--- src/rtl/jd_sweep_ctrl_if.sv ---
// Code handshake between the sweep sequencer (master) and the delayed-clock
// generator (slave): presented code, level load request and acknowledge.
interface jd_sweep_ctrl_if #(
   parameter int unsigned CW = 8
);
   logic [CW-1:0] delay_code;
   logic          code_load;
   logic          code_ack;

   modport master (output delay_code, output code_load, input code_ack);
   modport slave  (input delay_code, input code_load, output code_ack);
endinterface

--- src/rtl/jd_sweep_ctrl.sv ---
// Delay-code sweep sequencer: steps a code from start to stop with dwell,
// handing each code to the generator via load/ack, gated by PLL lock.
module jd_sweep_ctrl #(
   parameter int unsigned CW     = 8,
   parameter int unsigned DW     = 16,
   parameter int unsigned ACK_TO = 64
) (
   input  logic                  cyclk,
   input  logic                  rst,
   input  logic                  locked,
   input  logic                  start,
   input  logic                  abort,
   input  logic [1:0]            mode,
   input  logic [CW-1:0]         start_code,
   input  logic [CW-1:0]         stop_code,
   input  logic [CW-1:0]         step,
   input  logic [DW-1:0]         dwell,
   jd_sweep_ctrl_if.master       gen,
   output logic                  busy,
   output logic                  done,
   output logic                  err,
   output logic [CW-1:0]         point_cnt
);

   localparam int unsigned TW = $clog2(ACK_TO + 1);

   typedef enum logic [2:0] {
      S_IDLE,
      S_WAIT_LOCK,
      S_LOAD,
      S_WAIT_ACK,
      S_DWELL,
      S_STEP
   } state_t;

   state_t        state_q, state_d;
   logic          lock_s1_q, lock_s2_q;
   logic [CW-1:0] cur_q, cur_d;
   logic [CW-1:0] first_q, first_d;
   logic [CW-1:0] last_q, last_d;
   logic [CW-1:0] step_q, step_d;
   logic [DW-1:0] dwell_q, dwell_d;
   logic [1:0]    mode_q, mode_d;
   logic          up_q, up_d;
   logic [CW-1:0] code_q, code_d;
   logic          load_q, load_d;
   logic [CW-1:0] pcnt_q, pcnt_d;
   logic [TW-1:0] to_q, to_d;
   logic [DW-1:0] dcnt_q, dcnt_d;
   logic          done_q, done_d;
   logic          err_q, err_d;

   // Next code toward tgt; clamps to tgt when the step would reach or pass it,
   // which also rules out wrapping through the ends of the code range.
   function automatic logic [CW-1:0] next_code(input logic [CW-1:0] c,
                                               input logic [CW-1:0] tgt,
                                               input logic          up,
                                               input logic [CW-1:0] stp);
      logic [CW-1:0] rem;
      rem = up ? (tgt - c) : (c - tgt);
      if (stp >= rem) return tgt;
      return up ? (c + stp) : (c - stp);
   endfunction

   always_comb begin
      state_d = state_q;
      cur_d   = cur_q;
      first_d = first_q;
      last_d  = last_q;
      step_d  = step_q;
      dwell_d = dwell_q;
      mode_d  = mode_q;
      up_d    = up_q;
      code_d  = code_q;
      load_d  = load_q;
      pcnt_d  = pcnt_q;
      to_d    = to_q;
      dcnt_d  = dcnt_q;
      done_d  = 1'b0;
      err_d   = err_q;

      if (abort && (state_q != S_IDLE)) begin
         state_d = S_IDLE;
         load_d  = 1'b0;
      end else begin
         case (state_q)
            S_IDLE: begin
               if (start && !abort) begin
                  first_d = start_code;
                  last_d  = stop_code;
                  step_d  = (step == '0) ? CW'(1) : step;
                  dwell_d = (dwell == '0) ? DW'(1) : dwell;
                  mode_d  = mode;
                  up_d    = (start_code <= stop_code);
                  cur_d   = start_code;
                  pcnt_d  = '0;
                  err_d   = 1'b0;
                  state_d = S_WAIT_LOCK;
               end
            end
            S_WAIT_LOCK: begin
               if (lock_s2_q) state_d = S_LOAD;
            end
            S_LOAD: begin
               code_d  = cur_q;
               load_d  = 1'b1;
               to_d    = '0;
               state_d = S_WAIT_ACK;
            end
            S_WAIT_ACK: begin
               if (!lock_s2_q) begin
                  load_d  = 1'b0;
                  state_d = S_WAIT_LOCK;
               end else if (gen.code_ack) begin
                  load_d  = 1'b0;
                  pcnt_d  = pcnt_q + 1'b1;
                  dcnt_d  = dwell_q;
                  state_d = S_DWELL;
               end else if (to_q == TW'(ACK_TO - 1)) begin
                  err_d   = 1'b1;
                  load_d  = 1'b0;
                  state_d = S_IDLE;
               end else begin
                  to_d = to_q + 1'b1;
               end
            end
            S_DWELL: begin
               // The point was counted on ack; losing lock abandons it, so uncount.
               if (!lock_s2_q) begin
                  pcnt_d  = pcnt_q - 1'b1;
                  state_d = S_WAIT_LOCK;
               end else if (dcnt_q == DW'(1)) begin
                  state_d = S_STEP;
               end else begin
                  dcnt_d = dcnt_q - 1'b1;
               end
            end
            S_STEP: begin
               state_d = S_WAIT_LOCK;
               if (cur_q == last_q) begin
                  if (mode_q == 2'b01) begin
                     cur_d  = first_q;
                     pcnt_d = '0;
                  end else if (mode_q == 2'b10) begin
                     first_d = last_q;
                     last_d  = first_q;
                     up_d    = !up_q;
                     cur_d   = next_code(cur_q, first_q, !up_q, step_q);
                     pcnt_d  = '0;
                  end else begin
                     done_d  = 1'b1;
                     state_d = S_IDLE;
                  end
               end else begin
                  cur_d = next_code(cur_q, last_q, up_q, step_q);
               end
            end
            default: state_d = S_IDLE;
         endcase
      end
   end

   always_ff @(posedge cyclk) begin
      if (!rst) begin
         state_q   <= S_IDLE;
         lock_s1_q <= 1'b0;
         lock_s2_q <= 1'b0;
         cur_q     <= '0;
         first_q   <= '0;
         last_q    <= '0;
         step_q    <= '0;
         dwell_q   <= '0;
         mode_q    <= '0;
         up_q      <= 1'b0;
         code_q    <= '0;
         load_q    <= 1'b0;
         pcnt_q    <= '0;
         to_q      <= '0;
         dcnt_q    <= '0;
         done_q    <= 1'b0;
         err_q     <= 1'b0;
      end else begin
         state_q   <= state_d;
         lock_s1_q <= locked;
         lock_s2_q <= lock_s1_q;
         cur_q     <= cur_d;
         first_q   <= first_d;
         last_q    <= last_d;
         step_q    <= step_d;
         dwell_q   <= dwell_d;
         mode_q    <= mode_d;
         up_q      <= up_d;
         code_q    <= code_d;
         load_q    <= load_d;
         pcnt_q    <= pcnt_d;
         to_q      <= to_d;
         dcnt_q    <= dcnt_d;
         done_q    <= done_d;
         err_q     <= err_d;
      end
   end

   assign gen.delay_code = code_q;
   assign gen.code_load  = load_q;
   assign busy           = (state_q != S_IDLE);
   assign done           = done_q;
   assign err            = err_q;
   assign point_cnt      = pcnt_q;

endmodule

--- src/flat_wrapper.sv ---
// flat-port wrapper written by rule: the top's interface ports become plain ports
module jd_sweep_ctrl_flat 
#(
   parameter int unsigned CW     = 8,
   parameter int unsigned DW     = 16,
   parameter int unsigned ACK_TO = 64
)
  (cyclk, rst, locked, start, abort, mode, start_code, stop_code, step, dwell, busy, done, err, point_cnt, gen_delay_code, gen_code_load, gen_code_ack);
  jd_sweep_ctrl_if #(.CW(CW)) gen_i ();
  input  logic cyclk;
  input  logic rst;
  input  logic locked;
  input  logic start;
  input  logic abort;
  input  logic [1:0] mode;
  input  logic [CW-1:0] start_code;
  input  logic [CW-1:0] stop_code;
  input  logic [CW-1:0] step;
  input  logic [DW-1:0] dwell;
  output logic busy;
  output logic done;
  output logic err;
  output logic [CW-1:0] point_cnt;
  output wire logic [$bits(gen_i.delay_code)-1:0] gen_delay_code;
  output wire logic [$bits(gen_i.code_load)-1:0] gen_code_load;
  input wire logic [$bits(gen_i.code_ack)-1:0] gen_code_ack;
  assign gen_delay_code = gen_i.delay_code;
  assign gen_code_load = gen_i.code_load;
  assign gen_i.code_ack = gen_code_ack;
  jd_sweep_ctrl #(.CW(CW), .DW(DW), .ACK_TO(ACK_TO)) u_core (.cyclk(cyclk), .rst(rst), .locked(locked), .start(start), .abort(abort), .mode(mode), .start_code(start_code), .stop_code(stop_code), .step(step), .dwell(dwell), .gen(gen_i), .busy(busy), .done(done), .err(err), .point_cnt(point_cnt));
endmodule
--- config.mk ---
export PLATFORM = sky130hd
export DESIGN_NAME = jd_sweep_ctrl_flat
export DESIGN_NICKNAME = d
export VERILOG_FILES = /design/src/rtl/jd_sweep_ctrl_if.sv /design/src/rtl/jd_sweep_ctrl.sv /design/src/flat_wrapper.sv
export SDC_FILE = /design/constraint.sdc
export NUM_CORES = 1
export LEC_CHECK = 0
export ABC_CLOCK_PERIOD_IN_PS = 5600
export CAP_MARGIN = 20
export CORE_MARGIN = 2
export CORE_UTILIZATION = 55
export CTS_CLUSTER_SIZE = 16
export DETAILED_ROUTE_END_ITERATION = 7
export GPL_ROUTABILITY_DRIVEN = 0
export PLACE_DENSITY = 0.77
export SLEW_MARGIN = 20
export SYNTH_ARGS = -nofsm -noshare
export SYNTH_HDL_FRONTEND = slang
export SYNTH_SLANG_ARGS = --single-unit
--- constraint.sdc ---
create_clock -name cyclk -period 5.6 [get_ports cyclk]
set_input_delay 1.12 -clock cyclk [delete_from_list [all_inputs] [get_ports cyclk]]
set_output_delay 1.12 -clock cyclk [all_outputs]
set_load 0.005 [all_outputs]
Word-level counts from Yosys, hierarchy flattened
Index checks and enable logic that the tools add are counted.

storage, ports and cells
  output and inout bits = 20
  input port bits = 48
  word-level logic and storage cells = 163
  register bits after elaboration = 98

operators by class
  reduce and logical (&&, ||, !) cells = 25
  bitwise gates (word level) = 4
  $lt $le $gt $ge = 3
  mux-type cells = 77
  equality and inequality tests = 27
  add/sub/neg operators = 10

operators with widths
  operator                 number
  $mux W8                  27
  $mux W16                 5
  $pmux W8 S2              3
  $sub A8 B8 Y8            5
  $pmux W16 S2             1
  $pmux W8 S4              1
  $mux W3                  9
  $mux W1                  23
  $mux W7                  3
  $pmux W3 S6              1
  $reduce_and A6 Y1        3
  $eq A16 B1 Y1 const B    1
  $ge A8 B8 Y1             2
  $logic_not A16 Y1        1
  $sub A16 B1 Y16 const B  1
  $ne A2 B1 Y1 const B     7
  $pmux W7 S2              1
  $ne A2 B2 Y1 const B     6
  $add A8 B1 Y8 const B    1
  $add A8 B8 Y8            1
  $eq A8 B8 Y1             1
  $le A8 B8 Y1             1
  $logic_not A8 Y1         1
  $ne A4 B4 Y1 const B     2
  other kinds (25)         39

Depth between registers and ports, before layout
Gate-level depths: netlist of the first run.

  depth after elaboration = 14
  gate-level depth with buffers = 18
  depth with buffers taken out = 17

Worst setup path before layout of the first run
OpenSTA, ideal clock, no wires.

  kind = flip-flop to flip-flop
  start point = register u_core.cur_q[1]
  end point = register u_core.cur_q[0]
  library setup time = 0.074 ns
  setup slack = 1.824 ns
  data arrival time = 3.702 ns
  required time = 5.526 ns
  cell stages (with the launch flop) = 17
  path buffers = 1
  period minus slack after synthesis = 3.776 ns
  cells stage by stage = dfxtp_1 inv_1 fa_1 a211oi_1 a21oi_1 a221o_1 a221o_1 a221oi_1 xor2_1 ha_1 nor3_1 o211ai_1 nand2_1 clkbuf_1 mux2i_1 a21boi_0 a31oi_1

on the way
  cells in the longest elaborated chain, start to end = 14
  elaborated cells between the ends (all ways) = 27
  those cells by class = add/sub (4); order compare (2); eq/ne (2); mux (18); reduce/logical (1)

ends and longest elaborated chain
  item                      RTL line              source
  start: declaration        jd_sweep_ctrl.sv:38   logic [CW-1:0] cur_q, cur_d;
  start signal: assignment  jd_sweep_ctrl.sv:186  cur_q <= cur_d;
  $sub A8 B8 Y8             jd_sweep_ctrl.sv:60   rem = up ? (tgt - c) : (c - tgt);
  $mux W8                   jd_sweep_ctrl.sv:60
  $ge A8 B8 Y1              jd_sweep_ctrl.sv:61   if (stp >= rem) return tgt;
  $mux W1                   jd_sweep_ctrl.sv:61
  $mux W1                   jd_sweep_ctrl.sv:144  end else if (mode_q == 2'b10) begin
  $mux W1                   jd_sweep_ctrl.sv:141  if (mode_q == 2'b01) begin
  $mux W1                   jd_sweep_ctrl.sv:140  if (cur_q == last_q) begin
  $mux W1                   jd_sweep_ctrl.sv:86   case (state_q)
  $mux W1                   jd_sweep_ctrl.sv:82   if (abort && (state_q != S_IDLE)) begin
  $mux W8                   jd_sweep_ctrl.sv:62   return up ? (c + stp) : (c - stp);
  $mux W8                   jd_sweep_ctrl.sv:144
  $mux W8                   jd_sweep_ctrl.sv:141
  $mux W8                   jd_sweep_ctrl.sv:140
  $pmux W8 S2               jd_sweep_ctrl.sv:86

Several ways; a longest one is shown, not always the timed one. The select of a mux whose other input is x is not followed.
A chain may end at the register's enable or synchronous reset.

Worst setup path after layout of the first run
  start point = register u_core.cur_q[1]
  end point = register u_core.cur_q[6]

The elaborated chain is that of the path after synthesis.

==> results.md, run 1 <==
- Status: complete, no violations
- Setup tns final: 0 ns
- Vias in the first global route: 6,330
- Number of synthesized flops with an enable pin: 0
- IO buf count: 67
- Largest net degree at the start of global routing: 48
- Primary FF master, synth: dfxtp_1
- Clock Sinks: 98
- Final Core Density: 0.6419
- Flop pwr share: 0.382
- Met3 usage: 0.04468
- MaxCap Viol Count: 0
- Met2 Use GR: 0.3924
- Worst Max-Slew Pin Slew: 0.8249 ns
- CTS tree: yes
- Crit path kind: reg -> reg
- RSZ-0062 raised after global routing: false
- Post-CTS Resized: 0
- Hold Path Depth: 2
- Die area: 0.01442 mm²
- Synth async-reset ratio: 0
- CTS Hold Bufs: 0
- Min Tclk post-route: 4.190 ns
- Hold Crit Class: reg -> reg
- Post-synth top cells: nand2_1, dfxtp_1, ha_1
- Yosys warns: 0
- Most frequent cell after synthesis: nand2_1
- Die Ht: 120.1 µm
- Sequential area share after synthesis: 0.2647
- PwrDens: 235.4 mW/mm²
- Drc violations: 0
- Slew Limit Headroom: 0.4481
- Crit share post-route: 0.7483
- Clock Latency Late Sink: 0.36 ns
- Req. time, crit path: 5.89 ns
- Worst Setup End Kind: flip-flop
- Total iterations of the first detailed-routing run: 5
- Initial antenna violation count: 0
- H-tree depth: 3
- Clock slew seen by the registers of the worst setup and hold paths: 0.07 ns
- Hold Violations, Final: 0
- Comb pwr share: 0.292
- Net Switching: 650.6 µW
- Switching Fraction: 0.3264
- Core area: 0.01319 mm²
- Critical Path Fanout Max: 10
- Synth cell types: 73
- Net count, final: 1,102
- Number of DRC markers in iteration 0: 639
- Clk buf depth: 2
- Syn Inst Count: 931
- Final Max Slew Viols: 0
- Startpoint types: flip-flop
- First-pass GRT wire length: 30,860 µm
- Cell row count: 42
- HPWL Detailed: 13,660 µm
- Worst IR Drop VDD: 0.1727 mV
- Syn nets: 1,063
- # IOs: 68
- Cell type with the largest total area after synthesis: dfxtp_1
- Setup Skew: 0.007389 ns
- Lkg Pwr: 0.003568 µW
- Reg2Reg Depth: 16
- Area fraction of the dominant cell type after synthesis: 0.2647
- N_diodes: 0
- Starting Density: 0.5618
- Max Freq: 0.2386 GHz
- Avg Cell Area, Syn: 7.960 µm²
- Layout area overhead: 14.25%
- Top cells by area, synth: dfxtp_1, ha_1, nand2_1, a21boi_0, a21oi_1
- Via density: 5.909
- Grt ovf: 0
- Top Usage Layer GRT: met2
- Vias: 6,801
- # setup viols final: 0
- Final WL: 18,400 µm
- GRT Total Usage: 0.2646
- Root Driver: clkbuf_16
- Die Wd: 120.1 µm
- Clock share of power: 0.326
- Routed Antenna Nets: 0
- Worst Path Arrival: 4.48 ns
- Layout cells sized above 1: 0.04923
- Routed WL per cell: 15.98 µm
- P_int: 1343 µW
- Post-CTS Setup Inserts: 0
- GR met1 Demand/Resource: 0.3885
- TritonCTS Buffers: 9
- Register bit total from synthesis: 98
- Post-synthesis instance area: 0.007411 mm²
## final timing paths
kind	from	end	slack, ns
setup / recovery	u_core.cur_q[1]$_SDFFE_PN0P_	u_core.cur_q[6]$_SDFFE_PN0P_	1.41
setup reg to reg	u_core.cur_q[1]$_SDFFE_PN0P_	u_core.cur_q[6]$_SDFFE_PN0P_	1.41
hold / removal	u_core.gen.delay_code[5]$_SDFFE_PN0P_	u_core.gen.delay_code[5]$_SDFFE_PN0P_	0.47
hold reg to reg	u_core.gen.delay_code[5]$_SDFFE_PN0P_	u_core.gen.delay_code[5]$_SDFFE_PN0P_	0.47
## flip-flops by register name (all words and copies together), names as in the netlist, 2 cells and up
| name | flops |
|---|---|
| u_core.cur_q | 8 |
| u_core.dcnt_q | 16 |
| u_core.dwell_q | 16 |
| u_core.first_q | 8 |
| u_core.gen.delay_code | 8 |
| u_core.last_q | 8 |
| u_core.mode_q | 2 |
| u_core.point_cnt | 8 |
| u_core.state_q | 3 |
| u_core.step_q | 8 |
| u_core.to_q | 7 |
## kinds of logic after synthesis
logic type | Yosys count | synth area share
buffers and inverters | 108 | 0.05859
XOR/XNOR | 32 | 0.03782
adder cells (fa/ha/maj) | 84 | 0.1489
multiplexers | 26 | 0.03613
AND/OR/NAND/NOR | 303 | 0.1918
flip-flops | 98 | 0.2647
AO/OA/AOI/OAI | 280 | 0.2620
## final cells by class
cell class | instances | area [µm²]
Clock buffer | 9 | 225.2
Inverter | 58 | 217.7
Clock inverter | 7 | 76.32
Multi-Input combinational cell | 725 | 5017
Fill cell | 1199 | 4723
Timing Repair Buffer | 78 | 748.2
Tap cell | 176 | 220.2
Sequential cell | 98 | 1962
## per-stage QoR
step	setup WS [ns]	cells	cell area, µm²	hold slack [ns]	power [µW]
after CTS	1.494	1151	8467	0.4697	1993
final	1.410	1151	8467	0.4661	1993
after detailed placement	1.510	1135	8165	0.4562	1346
after floorplan	1.824	931	7411	0.4119	1186
after global routing	1.184	1151	8467	0.4862	2100
after global placement	1.628	1135	8165	0.4415	1336
## power by group through the flow
stage / Combinational [µW] / Clock (µW) / Sequential [µW]
finish: 583 / 649 / 761
global route: 652 / 683 / 765
CTS: 576 / 658 / 760
detailed placement: 571 / 0 / 776
global placement: 562 / 0 / 774
floorplan: 426 / 0 / 761
## cells in the final DEF, fill, tap and decap left out, types with 4 or more instances in the layout
cell type and n:
a21o_1 17, or3_1 6, nor2_1 45, o211ai_1 29
o22ai_1 7, a211o_1 4, nand4_1 5, a211oi_1 11
nand2b_1 11, fa_1 7, xnor2_1 15, xor2_1 17
mux2i_1 20, mux2_2 6, a21boi_1 4, nand3_1 13
clkdlybuf4s50_1 66, ha_1 77, nor3_1 16, a21boi_0 36
clkbuf_16 9, o21a_1 10, and3_1 7, o31ai_1 5
inv_1 58, nor2b_1 9, nand2_1 152, buf_4 11
a31oi_1 10, nor4_1 7, a21oi_1 49, and2_1 12
dfxtp_1 98, o211a_1 17, o21ai_0 46
## worst max-delay path, cell delays in order (launching register included)
cell	delay, ns
dfxtp_1	0.56
inv_1	0.26
fa_1	0.47
a211oi_1	0.26
a21oi_1	0.08
a221o_1	0.34
a221o_1	0.30
a221oi_1	0.28
xor2_1	0.12
ha_1	0.28
o21ai_0	0.08
a21oi_1	0.14
nand2_1	0.09
buf_4	0.20
o311ai_0	0.42
a31oi_1	0.09
a21oi_1	0.17
## layer usage
layer	wire length (µm)	part of all wire
met3	1335	0.073
met2	7739	0.42
met1	8996	0.49
met5	0	0
met4	323	0.018
Note: power is estimated with default switching activity, not from simulation.
==> run 2, diff against run 1 <==
--- a/config.mk
+++ b/config.mk
@@ -5,7 +5,7 @@
 export SDC_FILE = /design/constraint.sdc
 export NUM_CORES = 1
 export LEC_CHECK = 0
-export ABC_CLOCK_PERIOD_IN_PS = 5600
+export ABC_CLOCK_PERIOD_IN_PS = 4150
 export CAP_MARGIN = 20
 export CORE_MARGIN = 2
 export CORE_UTILIZATION = 55
==> constraint.sdc (replaced) <==
create_clock -name cyclk -period 4.15 [get_ports cyclk]
set_input_delay 0.83 -clock cyclk [delete_from_list [all_inputs] [get_ports cyclk]]
set_output_delay 0.83 -clock cyclk [all_outputs]
set_load 0.005 [all_outputs]
==> results.md, run 2 (synthesis gave the netlist of run 1 again) <==
- Starting Density: 0.5618 (unchanged)
- Most frequent cells in the layout: nand2_1, dfxtp_1, ha_1, clkdlybuf4s50_1, inv_1
- Drc violations: 0 (unchanged)
- Pre-CTS setup slack: 0.2120 ns (-1.298 ns)
- TritonCTS Buffers: 9 (unchanged)
- Reg2Reg Depth: 17 (+1)
- Regs by FF count: u_core.dcnt_q x16, u_core.dwell_q x16
- Largest net degree at the start of global routing: 59 (+23%)
- Net count, final: 1,104 (+0.18%)
- Worst R2R Start: u_core.first_q[0]$_SDFFE_PN0P_
- Status: complete, no violations
- Slew Limit Headroom: 0.5305 (+0.08244)
- Routed WL per cell: 15.59 µm (-2.5%)
- Worst IR Drop VDD: 0.2371 mV (+37%)
- CTS Hold Bufs: 0 (unchanged)
- Crit share post-route: 0.9379 (+0.1896)
- Final Core Density: 0.6451 (+0.003225)
- HP Start: u_core.lock_s1_q$_SDFF_PN0_
- Hold endpoint: u_core.lock_s2_q$_SDFF_PN0_
- HPWL Detailed: 13,490 µm (-1.3%)
- Layout area overhead: 14.82%
- Worst Max-Slew Pin Slew: 0.7033 ns (-0.1216 ns)
- Startpoint types: flip-flop
- Final Max Slew Viols: 0 (unchanged)
- Met2 WL: 7808 µm (+0.89%)
- Cell row count: 42 (unchanged)
- Total iterations of the first detailed-routing run: 6 (+1)
- Setup tns final: 0 ns (unchanged)
- Met3 wire len: 1191 µm (-11%)
- H-tree depth: 3 (unchanged)
- Register-to-Register Setup Slack: 0.26 ns (-1.15 ns)
- PwrDens: 321.1 mW/mm² (+36%)
- DP Area: 0.008180 mm² (+0.18%)
- Via density: 5.812 (-1.6%)
- RSZ-0062 raised after global routing: false
- Setup Skew: 0.01327 ns (+0.005885 ns)
- Lkg Pwr: 0.003591 µW (+0.65%)
- Worst Path Arrival: 4.14 ns (-0.34 ns)
- Uppermost layer routed: met4
- Req. time, crit path: 4.40 ns (-1.49 ns)
- Layout cells sized above 1: 0.05225 (+0.003023)
- # setup viols final: 0 (unchanged)
- Die area: 0.01442 mm² (unchanged)
- Die Ht: 120.1 µm (unchanged)
- CTS tree: yes
- Hold Path Depth: 1 (-1)
- Final Cell Area: 0.008509 mm² (+0.50%)
- GRT Total Usage: 0.2522 (-0.01241)
- N_diodes: 0 (unchanged)
- Min Tclk post-route: 3.892 ns (-0.2980 ns)
- First-pass GRT wire length: 29,550 µm (-4.2%)
- Cell Count, Final, Fillers Out: 1,152 (+0.087%)
- Worst setup margin: 0.2575 ns (-1.152 ns)
- Clock slew seen by the registers of the worst setup and hold paths: 0.08 ns (about the same)
- Worst Setup End Kind: flip-flop
- Clk buf depth: 2 (unchanged)
- Hold Violations, Final: 0 (unchanged)
- Commonest non-fill, non-tap cell in the layout: nand2_1
- Routed Antenna Nets: 0 (unchanged)
- Final WL: 17,960 µm (-2.4%)
- MaxCap Viol Count: 0 (unchanged)
- Grt ovf: 0 (unchanged)
- Critical Path Fanout Max: 3 (-7)
- Met1 WL: 8809 µm (-2.1%)
- Clock Sinks: 98 (unchanged)
- Clock Latency Late Sink: 0.36 ns (about the same)
- IO buf count: 67 (unchanged)
- # IOs: 68 (unchanged)
- Crit path kind: reg -> reg
- Number of DRC markers in iteration 0: 516 (-19%)
- Root Driver: clkbuf_16
- Inst Count DP: 1,137 (+0.18%)
- Die Wd: 120.1 µm (unchanged)
- Max Freq: 0.2569 GHz (+7.7%)
- Vias in the first global route: 6,019 (-4.9%)
- Core area: 0.01319 mm² (unchanged)
- Vias: 6,695 (-1.6%)
- Layout fillers: 1,183 (-1.3%)
- Worst flop-to-flop path endpoint: u_core.cur_q[2]$_SDFFE_PN0P_
- Hold Crit Class: reg -> reg
- Initial antenna violation count: 0 (unchanged)
==> run 2: how the worst max path moves through the flow <==
stage	slack (ns)	end	startpoint	cells after the start
after floorplan	0.37	u_core.cur_q[0]$_SDFFE_PN0P_	u_core.cur_q[1]$_SDFFE_PN0P_	16
after CTS	0.19	u_core.cur_q[2]$_SDFFE_PN0P_	u_core.cur_q[0]$_SDFFE_PN0P_	16
final	0.26	u_core.cur_q[2]$_SDFFE_PN0P_	u_core.first_q[0]$_SDFFE_PN0P_	17
after global routing	0.02	u_core.cur_q[6]$_SDFFE_PN0P_	u_core.first_q[0]$_SDFFE_PN0P_	18
after detailed placement	0.21	u_core.cur_q[2]$_SDFFE_PN0P_	u_core.cur_q[0]$_SDFFE_PN0P_	16
after global placement	0.32	u_core.cur_q[2]$_SDFFE_PN0P_	u_core.cur_q[0]$_SDFFE_PN0P_	16
==> run 2: final cells by class <==
class | count | area, µm² | share of cell area
inverter | 58 | 217.7 | 0.02558
multi-input combinational | 725 | 5022 | 0.5902
tap | 176 | 220.2 | 0.02588
timing repair buffer | 80 | 763.2 | 0.08969
clock inverter | 6 | 97.59 | 0.01147
clock buffer | 9 | 225.2 | 0.02647
sequential | 98 | 1963 | 0.2307
==> run 2: stage by stage <==
step                      hold WS [ns]  power (µW)
after floorplan                 0.4119        1601
after global placement          0.4397        1791
after detailed placement        0.4440        1807
after CTS                       0.4611        2740
after global routing            0.4724        2885
final                           0.4602        2733
==> run 2: where the power goes <==
part / total, µW / internal [µW] / switching (µW)
Sequential: 1030 / 976 / 51.4
Clock: 933 / 535 / 398
Combinational: 772 / 363 / 409
Total: 2730 / 1870 / 858
==> run 2: layer usage <==
layer / track usage / up-vias
li1: - / 3382
met1: 0.3682 / 3104
met2: 0.3825 / 193
met3: 0.05656 / 16
met4: 0.04706 / 0
met5: 0 / -
==> run 2: worst max-delay path, cell delays in order, from the launching register on <==
cell	delay [ns]
dfxtp_1	0.33
inv_1	0.09
ha_1	0.18
inv_1	0.07
fa_1	0.38
a211oi_1	0.22
a21oi_1	0.08
a221o_1	0.35
a221o_1	0.30
a221oi_1	0.31
xor2_1	0.13
ha_1	0.21
nor3_2	0.21
o211ai_1	0.11
nand2_1	0.10
mux2_2	0.33
a222oi_1	0.29
a21oi_1	0.11
==> run 2: what timing repair did <==
action | CTS | global route
resized for setup | 0 | 2
setup endpoints to repair | 0 | 3
setup buffers | 0 | 0
==> edit: new RTL, settings of run 1 <==
The 6 states of `state_t` get a one-hot encoding in 6 bits.
--- a/src/rtl/jd_sweep_ctrl.sv
+++ b/src/rtl/jd_sweep_ctrl.sv
@@ -26,9 +26,9 @@
 
-   typedef enum logic [2:0] {
-      S_IDLE,
-      S_WAIT_LOCK,
-      S_LOAD,
-      S_WAIT_ACK,
-      S_DWELL,
-      S_STEP
+   typedef enum logic [5:0] {
+      S_IDLE      = 6'b000001,
+      S_WAIT_LOCK = 6'b000010,
+      S_LOAD      = 6'b000100,
+      S_WAIT_ACK  = 6'b001000,
+      S_DWELL     = 6'b010000,
+      S_STEP      = 6'b100000
    } state_t;
Formal check against the unedited RTL: no difference found for any inputs over 4 cycles, from zero or initial values and one cycle with rst low; so few cycles prove little.
==> edit against run 1 <==
Final area rose by 1.1%; non-clock buffer count is 2 lower; first-iteration DRC count down 34%; combinational power increased by 42%; sequential cell count grew 3; total power up 13%; core utilization rose by 0.17 points; routed wire length rose by 7.5%; largest power group is now combinational logic; area after synthesis up 1.6%; worst setup slack worse by 0.26 ns; critical endpoint unchanged.
==> edit: results <==
[grt]
grt_use_met1 = 0.358
grt_max_degree = 42
use_met2 = 0.463
grt.total_usage = 0.278
grt.met3_usage = 0.0470

[cells_and_area]
multiInputGateArea_um2 = 5060
top_regs = "u_core.dcnt_q (16), u_core.dwell_q (16)"
drive_above_1_share = 0.0531
fillers = 1182

[placement]
pre_cts_ws_ns = 1.23
place_hpwl_um = 14500
place_area_um2 = 8270
dp.cells = 1159

[logic_synthesis]
synth.area.top_cells = "dfxtp_1 (27%), ha_1 (13%), a21oi_1 (6.4%)"
ys_types = 78
synth-seq-area-share = 0.268
synth_xor_area_frac = 0.0384
synth_compound_area_frac = 0.243
synth_common_cells = "nand2_1 (124), dfxtp_1 (101), a21oi_1 (96)"
synthMuxAreaShare = 0.0379

[power]
vdd_drop_max_uv = 155
power_clock_mw = 0.608
seqPwrFrac = 0.361
leakagePower_nw = 3.34
internal_power_mw = 1.42
p_per_area_nw_per_um2 = 263

[clock_tree]
clockRootBuffer = "clkbuf_16"
cts_buffer_depth = 2

[sta]
finClkSkew_ns = 0.00812
worst_pin_slew_ns = 1.06
holdWs_ns = 0.443
period_needed_ns = 4.45

[route]
drtIter0Drc = 421
met3_length_um = 866
wl_met2_um = 9360
totalWireLength_um = 19800
wl_met1_um = 8990

[setup_path]
critPathMaxFanout = 9
slowest_delay_ns = 0.71
r2r_cells = 15
cp_slowest_cell = "o21ai_0"

[outcome]
status = "complete, no violations"
-- edit: how the worst min path moves through the flow --
stage	startpoint	to	cells past startpoint
floorplan	u_core.lock_s1_q$_SDFF_PN0_	u_core.lock_s2_q$_SDFF_PN0_	1
global placement	u_core.lock_s1_q$_SDFF_PN0_	u_core.lock_s2_q$_SDFF_PN0_	1
detailed placement	u_core.lock_s1_q$_SDFF_PN0_	u_core.lock_s2_q$_SDFF_PN0_	1
CTS	u_core.lock_s1_q$_SDFF_PN0_	u_core.lock_s2_q$_SDFF_PN0_	1
global route	u_core.lock_s1_q$_SDFF_PN0_	u_core.lock_s2_q$_SDFF_PN0_	1
finish	u_core.lock_s1_q$_SDFF_PN0_	u_core.lock_s2_q$_SDFF_PN0_	1
-- edit: final cells by class --
type                            count  share of cell area
Timing Repair Buffer               76              0.0863
Multi-Input combinational cell    742               0.591
Tap cell                          176              0.0257
Clock buffer                       11              0.0272
Clock inverter                      5             0.00512
Sequential cell                   101               0.236
Inverter                           64              0.0281
